===== config.mk =====
export PLATFORM = sky130hd
export DESIGN_NAME = neuron_accum_act
export DESIGN_NICKNAME = d
export VERILOG_FILES = /design/src/rtl/neuron_accum_act.sv
export SDC_FILE = /design/constraint.sdc
export NUM_CORES = 1
export LEC_CHECK = 0
export ABC_AREA = 1
export ABC_CLOCK_PERIOD_IN_PS = 5470
export CAP_MARGIN = 20
export CORE_MARGIN = 3
export CORE_UTILIZATION = 34
export CTS_CLUSTER_DIAMETER = 120
export CTS_CLUSTER_SIZE = 12
export DETAILED_ROUTE_END_ITERATION = 6
export PLACE_DENSITY_LB_ADDON = 0.05
export SLEW_MARGIN = 5
export SYNTH_ARGS = -nofsm -noshare
export SYNTH_HDL_FRONTEND = slang
export SYNTH_SLANG_ARGS = --single-unit

===== constraint.sdc =====
create_clock -name clk -period 5.47 [get_ports clk]
set_input_delay 0.547 -clock clk [delete_from_list [all_inputs] [get_ports clk]]
set_output_delay 0.547 -clock clk [all_outputs]
set_load 0.05 [all_outputs]

===== src/rtl/neuron_accum_act.sv =====
// neuron_accum_act: accumulates adder-tree chunk sums per neuron, thresholds the
// neuron total into a binary activation and packs activations LSB-first into
// words handed off over a valid/ready port. Neuron tags ride a delay line so
// they line up with the tree output.
//
// Output handshake: out_valid/out_word/out_bits form a valid/ready source. A word
// transfers on any cycle with out_valid && out_ready; while out_valid && !out_ready
// the presented word and bit count are held stable. The upstream tree is never
// stalled, so a word completing while the held word is still unaccepted is
// dropped and recorded in the sticky overflow flag.
module neuron_accum_act #(
    parameter  int WIDTH_IN = 8,
    parameter  int ACC_W    = WIDTH_IN + 19,
    parameter  int TREE_LAT = 4,
    parameter  int OUT_W    = 8,
    localparam int SUM_W    = WIDTH_IN + 11,
    localparam int BITS_W   = $clog2(OUT_W + 1)
) (
    input  logic              clk,
    input  logic              rst_n,
    input  logic              tag_valid,
    input  logic              tag_last,
    input  logic              tag_flush,
    input  logic [ACC_W-1:0]  tag_thresh,
    input  logic [SUM_W-1:0]  sum_in,
    output logic              out_valid,
    input  logic              out_ready,
    output logic [OUT_W-1:0]  out_word,
    output logic [BITS_W-1:0] out_bits,
    output logic              overflow,
    input  logic              clr_err
);

    localparam int CNT_W = (OUT_W > 1) ? $clog2(OUT_W) : 1;

    // Tag delay line; the last stage describes the chunk currently on sum_in.
    logic [TREE_LAT-1:0]            v_q, l_q, f_q;
    logic [TREE_LAT-1:0][ACC_W-1:0] th_q;

    // Neuron accumulation and word packing state.
    logic [ACC_W-1:0]  acc_q, acc_d;
    logic [OUT_W-1:0]  partial_q, partial_d;
    logic [CNT_W-1:0]  cnt_q, cnt_d;

    // Output register.
    logic              valid_q, valid_d;
    logic [OUT_W-1:0]  word_q, word_d;
    logic [BITS_W-1:0] bits_q, bits_d;
    logic              ovf_q, ovf_d;

    // Datapath intermediates.
    logic              d_valid, d_last, d_flush;
    logic [ACC_W-1:0]  d_thresh;
    logic [ACC_W-1:0]  sum_ext, total;
    logic              act;
    logic [OUT_W-1:0]  word_new;
    logic [BITS_W-1:0] bits_new;
    logic              complete, drop, accept;

    // Shift the tags down the delay line every cycle; no stalls exist.
    always_ff @(posedge clk or negedge rst_n) begin
        if (!rst_n) begin
            v_q  <= '0;
            l_q  <= '0;
            f_q  <= '0;
            th_q <= '0;
        end else begin
            for (int i = TREE_LAT - 1; i > 0; i--) begin
                v_q[i]  <= v_q[i-1];
                l_q[i]  <= l_q[i-1];
                f_q[i]  <= f_q[i-1];
                th_q[i] <= th_q[i-1];
            end
            v_q[0]  <= tag_valid;
            l_q[0]  <= tag_last;
            f_q[0]  <= tag_flush;
            th_q[0] <= tag_thresh;
        end
    end

    // Accumulate the aligned chunk, decide the activation and pack it.
    always_comb begin
        d_valid   = v_q[TREE_LAT-1];
        d_last    = l_q[TREE_LAT-1];
        d_flush   = f_q[TREE_LAT-1];
        d_thresh  = th_q[TREE_LAT-1];
        sum_ext   = {{(ACC_W-SUM_W){sum_in[SUM_W-1]}}, sum_in};
        total     = acc_q + sum_ext;
        act       = ($signed(total) >= $signed(d_thresh));
        word_new  = partial_q;
        word_new[cnt_q] = act;
        bits_new  = BITS_W'(cnt_q) + BITS_W'(1);
        // flush only takes effect on a neuron's final chunk
        complete  = d_valid && d_last && ((cnt_q == CNT_W'(OUT_W - 1)) || d_flush);
        acc_d     = acc_q;
        partial_d = partial_q;
        cnt_d     = cnt_q;
        if (d_valid) begin
            if (!d_last) begin
                acc_d = total;
            end else begin
                acc_d = '0;
                if (complete) begin
                    partial_d = '0;
                    cnt_d     = '0;
                end else begin
                    partial_d = word_new;
                    cnt_d     = cnt_q + CNT_W'(1);
                end
            end
        end
    end

    // Output register: load completed words, retire accepted ones, flag drops.
    always_comb begin
        accept  = valid_q && out_ready;
        drop    = complete && valid_q && !out_ready;
        valid_d = valid_q;
        word_d  = word_q;
        bits_d  = bits_q;
        if (complete && !drop) begin
            valid_d = 1'b1;
            word_d  = word_new;
            bits_d  = bits_new;
        end else if (accept) begin
            valid_d = 1'b0;
        end
        ovf_d = ovf_q;
        if (clr_err) ovf_d = 1'b0;
        if (drop)    ovf_d = 1'b1;
    end

    // State registers for accumulation, packing and output.
    always_ff @(posedge clk or negedge rst_n) begin
        if (!rst_n) begin
            acc_q     <= '0;
            partial_q <= '0;
            cnt_q     <= '0;
            valid_q   <= 1'b0;
            word_q    <= '0;
            bits_q    <= '0;
            ovf_q     <= 1'b0;
        end else begin
            acc_q     <= acc_d;
            partial_q <= partial_d;
            cnt_q     <= cnt_d;
            valid_q   <= valid_d;
            word_q    <= word_d;
            bits_q    <= bits_d;
            ovf_q     <= ovf_d;
        end
    end

    assign out_valid = valid_q;
    assign out_word  = word_q;
    assign out_bits  = bits_q;
    assign overflow  = ovf_q;

endmodule


* Word-level counts from Yosys, hierarchy flattened
Cells that the tools add are included.
** Storage, ports and cells
- Memories kept :: 0
- Latch bits :: 0
- Flip-flop bits (word level) :: 172
- Input port bits :: 53
- Logic and storage cells :: 44
- RAM bits :: 0
- Output and inout port bits :: 14
- ROM bits :: 0
** Operators by class
- Bitwise operators :: 0
- Add/subtract/negate cells :: 3
- Multipliers :: 0
- Magnitude comparators :: 3
- Shift operators :: 0
- Div/mod/pow operators :: 0
- Reductions and logical operators :: 13
- Equality and inequality tests :: 1
- Multiplexer cells :: 10
** Operators by type and width (count)
- 27-bit adder :: 1
- 27-bit greater-or-equal comparator :: 1
- 27-bit 2-to-1 mux :: 1
- 8-bit bitwise mux :: 1
- 8-bit 2-to-1 mux :: 1
- 1-bit logical AND :: 7
- 1-bit 2-to-1 mux :: 5
- 3-bit by 1-bit adder with 4-bit output (second input constant) :: 1
- 3-bit by 4-bit less-than comparator with 1-bit output (second input constant) :: 1
- 2-bit nonzero test :: 2
- 3-bit by 1-bit adder with 3-bit output (second input constant) :: 1
- 1-bit demux with 3-bit select :: 1
- 3-bit == test (second input constant) :: 1
- 3-bit by 1-bit greater-or-equal comparator with 1-bit output (second input constant) :: 1
- 3-bit 2-to-1 mux :: 1
- 1-bit zero test :: 2
- 2-bit AND reduction :: 1
- 1-bit logical OR :: 1

* Depth between registers and ports, before layout
- Depth after elaboration :: 8
- Mapped depth :: 24

* Worst setup path before layout
OpenSTA, ideal clock, no wires.
- Path type :: in2reg
- Start point :: in sum_in[0]
- End point :: reg word_q[0], in the netlist out_word[0]
- Setup slack :: 2.121 ns
- Arrival time :: 3.231 ns
- Buffers on the path :: 0
- Stages :: 19
- Cells stage by stage :: ha_1 fa_1 nand3_1 nand2_2 a21boi_2 o21ai_2 nand2_1 nand3_1 and2_1 ha_1 a21o_1 nor2_1 nand2_1 a21oi_1 nand2_1 nand2_2 nand4_1 nand3_1 nand2_1
** On the way
- Longest elaborated chain between the ends :: 3
** Ends and longest elaborated chain
- start: declaration :: line 25 : input logic [SUM_W-1:0] sum_in,
- 27-bit adder :: line 88 : total = acc_q + sum_ext;
- 27-bit greater-or-equal comparator :: line 89 : act = ($signed(total) >= $signed(d_thresh));
- 8-bit bitwise mux :: line 91 : word_new[cnt_q] = act;
- end signal: assignment :: line 148 : word_q <= word_d;
- end: declaration :: line 47 : logic [OUT_W-1:0] word_q, word_d;
Every way passes these cells.
A chain may end at the register's enable or synchronous reset.

* Final worst setup path
- Start point :: in sum_in[18]
- End point :: reg partial_q[0]
** On the way
- Longest elaborated chain between the ends :: 4
** Ends and longest elaborated chain
- 27-bit adder :: line 88
- 27-bit greater-or-equal comparator :: line 89
- 8-bit bitwise mux :: line 91
- 8-bit 2-to-1 mux :: line 103 : if (complete) begin
- end signal: assignment :: line 145 : partial_q <= partial_d;
- end: declaration :: line 42 : logic [OUT_W-1:0] partial_q, partial_d;
Every way passes these cells.

==> summary.md <==
| Metric | Value |
|---|---|
| Port Buffer Count | 66 |
| Setup violations, final | 0 |
| GPL Wtd Cong | just under 0.9 |
| Post-synth cell types | 44 |
| Vias | around 5300 |
| Tmin final | around 4100 ps |
| Sequential area share after synthesis | 0.569 |
| Global route overflow | 0 |
| Crit path from | sum_in[18] |
| Maximum fanout along the worst path | 9 |
| CP arrival | 4460 ps |
| R2R cell count | 16 |
| Synth Cell Area | around 7600 µm² |
| Synthesized flop and latch total | 172 |
| Power Density | around 470 nW/µm² |
| 1st-pass router iterations | 4 |
| Dpl ws | 835 ps |
| Synth area leader | dfrtp_1 |
| VDD IR-drop max | 0.000208 V |
| Worst EP required | between 5000 and 6000 ps |
| Number of global-route vias before repair | 5572 |
| Synth Net Count | 863 |
| Sw Pwr | 1.70 mW |
| CTS root buffer | clkbuf_16 |
| Slew Limit Fails | 0 |
| Clock Sinks | 172 |
| Antenna Violating Nets Remaining | 0 |
| TritonCTS clock tree | built |
| Cell internal pwr | 2.61 mW |
| Area of the multi-input gates | 2930 µm² |
| Commonest cells in the netlist | nand2_1 (174), dfrtp_1 (172), inv_1 (80) |
| Slew margin rel. | 0.430 |
| Nets | 946 |
| Worst Hold Class | input pin to asynchronous set/reset pin |
| Area grow syn2layout | 21.6% |
| Die X | 155 µm |
| # fillers | 2042 |
| Setup TNS | 0 ps |
| H-tree Lvls | 4 |
| Residual DRC | 0 |
| Cell Rows | 53 |
| Run status | completed |
| Hpwl dp | 13.1 mm |
| Highest Clock Rate | between 200 and 250 MHz |
| Yosys top cell area share | 0.569 |
| Fin crit share | 0.749 |
| Layout cells sized above 1 | 0.0906 |
| Hold_buf cts | 0 |
| Worst-Margin Slew | 855 ps |
| Final hold vios | 0 |
| Post-synth top flop | dfrtp_1 |
| Main area contributors after synthesis | dfrtp_1 (57%), ha_1 (9.1%), nand2_1 (8.6%) |
| GR Util All Layers | 0.156 |
| WS Path Type | input pin to flip-flop |
| Logic pwr share | 0.362 |
| Reg area | 4300 µm² |
| Unrepaired setup endpoints after global routing | no |
| Die area | 24100 µm² |
| Post-Syn Area per Cell | approximately 10 µm² |
| Number of post-CTS setup repair buffers | 0 |
| Sw frac | 0.395 |
| Asr flop ratio synth | 1.00 |
| Synth warnings | 0 |
| Setup crit end kind | flip-flop |
| Vias per std cell | 4.73 |
| Antenna violations before repair | 0 |
| Final wirelength | 17.6 mm |
| I/O pin cnt | 67 |
| R2r endpoint | partial_q[0]$_DFFE_PN0P_ |
| Clock Latency Late Sink | 430 ps |
| Reg clk slew, reported paths | 80 ps |
| Routed WL per cell | 15.7 µm |
| Inserted Diodes | 0 |
| Reg2reg start | acc_q[0]$_DFFE_PN0P_ |
| Core Region | roughly 21000 µm² |
| # resized after CTS | 0 |
| Setup crit start kind | input pin |
| Initial DRC Count | 182 |
| Count leader, synth | nand2_1 |
| Sequential power share | 0.345 |
| Max-Cap Viols | 0 |
| First-pass GRT wire length | 29.5 mm |
| Die height | roughly 160 µm |
| Clk pwr share | 0.293 |
| Worst Skew | 16.8 ps |
| PnR worst setup slack | around 1400 ps |
| Initial cell density of the core | 0.353 |
| EDFF count, synth | 0 |
| Largest net degree at the start of global routing | 86 |
| Synth Instances | 754 |
| Pleak | 4.50 nW |
| R2r setup slk | 1540 ps |
| Maximum clock path buffer count | 2 |
| Cts bufs inserted | 17 |
-- sequential cells by signal, indices dropped and copies added, names as in the netlist, 3 cells and up --
| register | cells |
|---|---|
| acc_q | 27 |
| cnt_q | 3 |
| d_thresh | 27 |
| f_q | 4 |
| l_q | 4 |
| out_bits | 4 |
| out_word | 8 |
| partial_q | 8 |
| th_q | 81 |
| v_q | 4 |
-- cells in the final DEF (no fill, tap or decap), types with 3 or more instances in the layout --
cell,synthesis,final
a21o_1,5,5
a21oi_1,37,37
a22o_1,8,8
and2_1,6,6
buf_4,0,3
clkbuf_16,0,17
clkdlybuf4s50_1,0,65
clkinv_8,0,6
dfrtp_1,172,172
ha_1,55,55
inv_1,80,80
inv_12,0,3
inv_2,3,3
nand2_1,174,174
nand2_2,9,9
nand3_1,44,44
nand3b_1,4,4
nand4_1,19,19
nor2_1,32,31
nor2_2,3,4
nor3_1,14,14
nor3_2,4,4
nor4_1,3,3
o21ai_0,25,25
o21ai_1,3,3
o21ai_2,3,3
o21bai_1,3,3
or2_2,8,8
xnor2_1,7,7
xor2_1,8,8
-- per-layer routing --
layer | global-route usage | wire [µm] | vias up | share of wire
met1 | 0.219 | 8420 | 2554 | 0.48
li1 | - | - | 2658 | -
met2 | 0.244 | 8280 | 97 | 0.47
met3 | 0.0331 | 673 | 17 | 0.038
met4 | 0.0459 | 246 | 0 | 0.014
met5 | 0 | 0 | - | 0
-- worst max-delay path by stage --
stage,endpoint,slack (ps)
2_1_floorplan,out_word[0]$_DFFE_PN0P_,2120
3_3_place_gp,partial_q[7]$_DFFE_PN0P_,820
3_5_place_dp,partial_q[0]$_DFFE_PN0P_,840
4_1_cts,partial_q[0]$_DFFE_PN0P_,1290
5_1_grt,partial_q[3]$_DFFE_PN0P_,940
6_report,partial_q[0]$_DFFE_PN0P_,1370
-- metrics by stage --
stage | instances | utilization | cell area, µm² | hold slack (ps) | total power, mW
2_1_floorplan | 754 | - | 7570 | 251 | 2.60
3_3_place_gp | 1093 | 0.400 | 8580 | 332 | 3.08
3_5_place_dp | 1093 | 0.400 | 8580 | 335 | 3.09
4_1_cts | 1125 | 0.430 | 9200 | 155 | 4.38
5_1_grt | 1125 | 0.430 | 9200 | 190 | 4.65
6_report | 1125 | 0.430 | 9200 | 134 | 4.31
-- area by class of cell --
cell class / count / share of cell area
Sequential cell: 172 / 0.468
Multi-Input combinational cell: 494 / 0.319
Timing Repair Buffer: 69 / 0.0744
Clock buffer: 17 / 0.0462
Tap cell: 275 / 0.0374
Inverter: 83 / 0.0338
Clock inverter: 15 / 0.0219
-- critical path, cell delays in order --
cell	delay (ps)
clkdlybuf4s50_1	650
ha_1	490
nand2_1	200
o21ai_0	410
nand3_1	150
a21oi_1	180
nor2_1	70
nand2_1	70
nand2_1	60
and2_1	160
ha_1	290
nand3_1	90
nor3_1	270
nand4_1	370
nand4_1	280
nand3_1	90
nand2_1	90
-- cells by family after synthesis --
group,after synthesis,share of synthesized area
compound gates,94,0.0746
xor+xnor,15,0.0174
flops,172,0.569
fa+ha+maj,56,0.0936
simple gates,329,0.202
buf+inv,88,0.0440
-- power groups by stage --
stage,Clock [mW],Sequential (mW),Combinational (mW)
after floorplan,0,1.56,1.04
after global placement,0,1.51,1.56
after detailed placement,0,1.51,1.57
after CTS,1.31,1.49,1.58
after global routing,1.36,1.51,1.78
final,1.26,1.49,1.56
No activity file was read; power rests on OpenSTA's default activity.
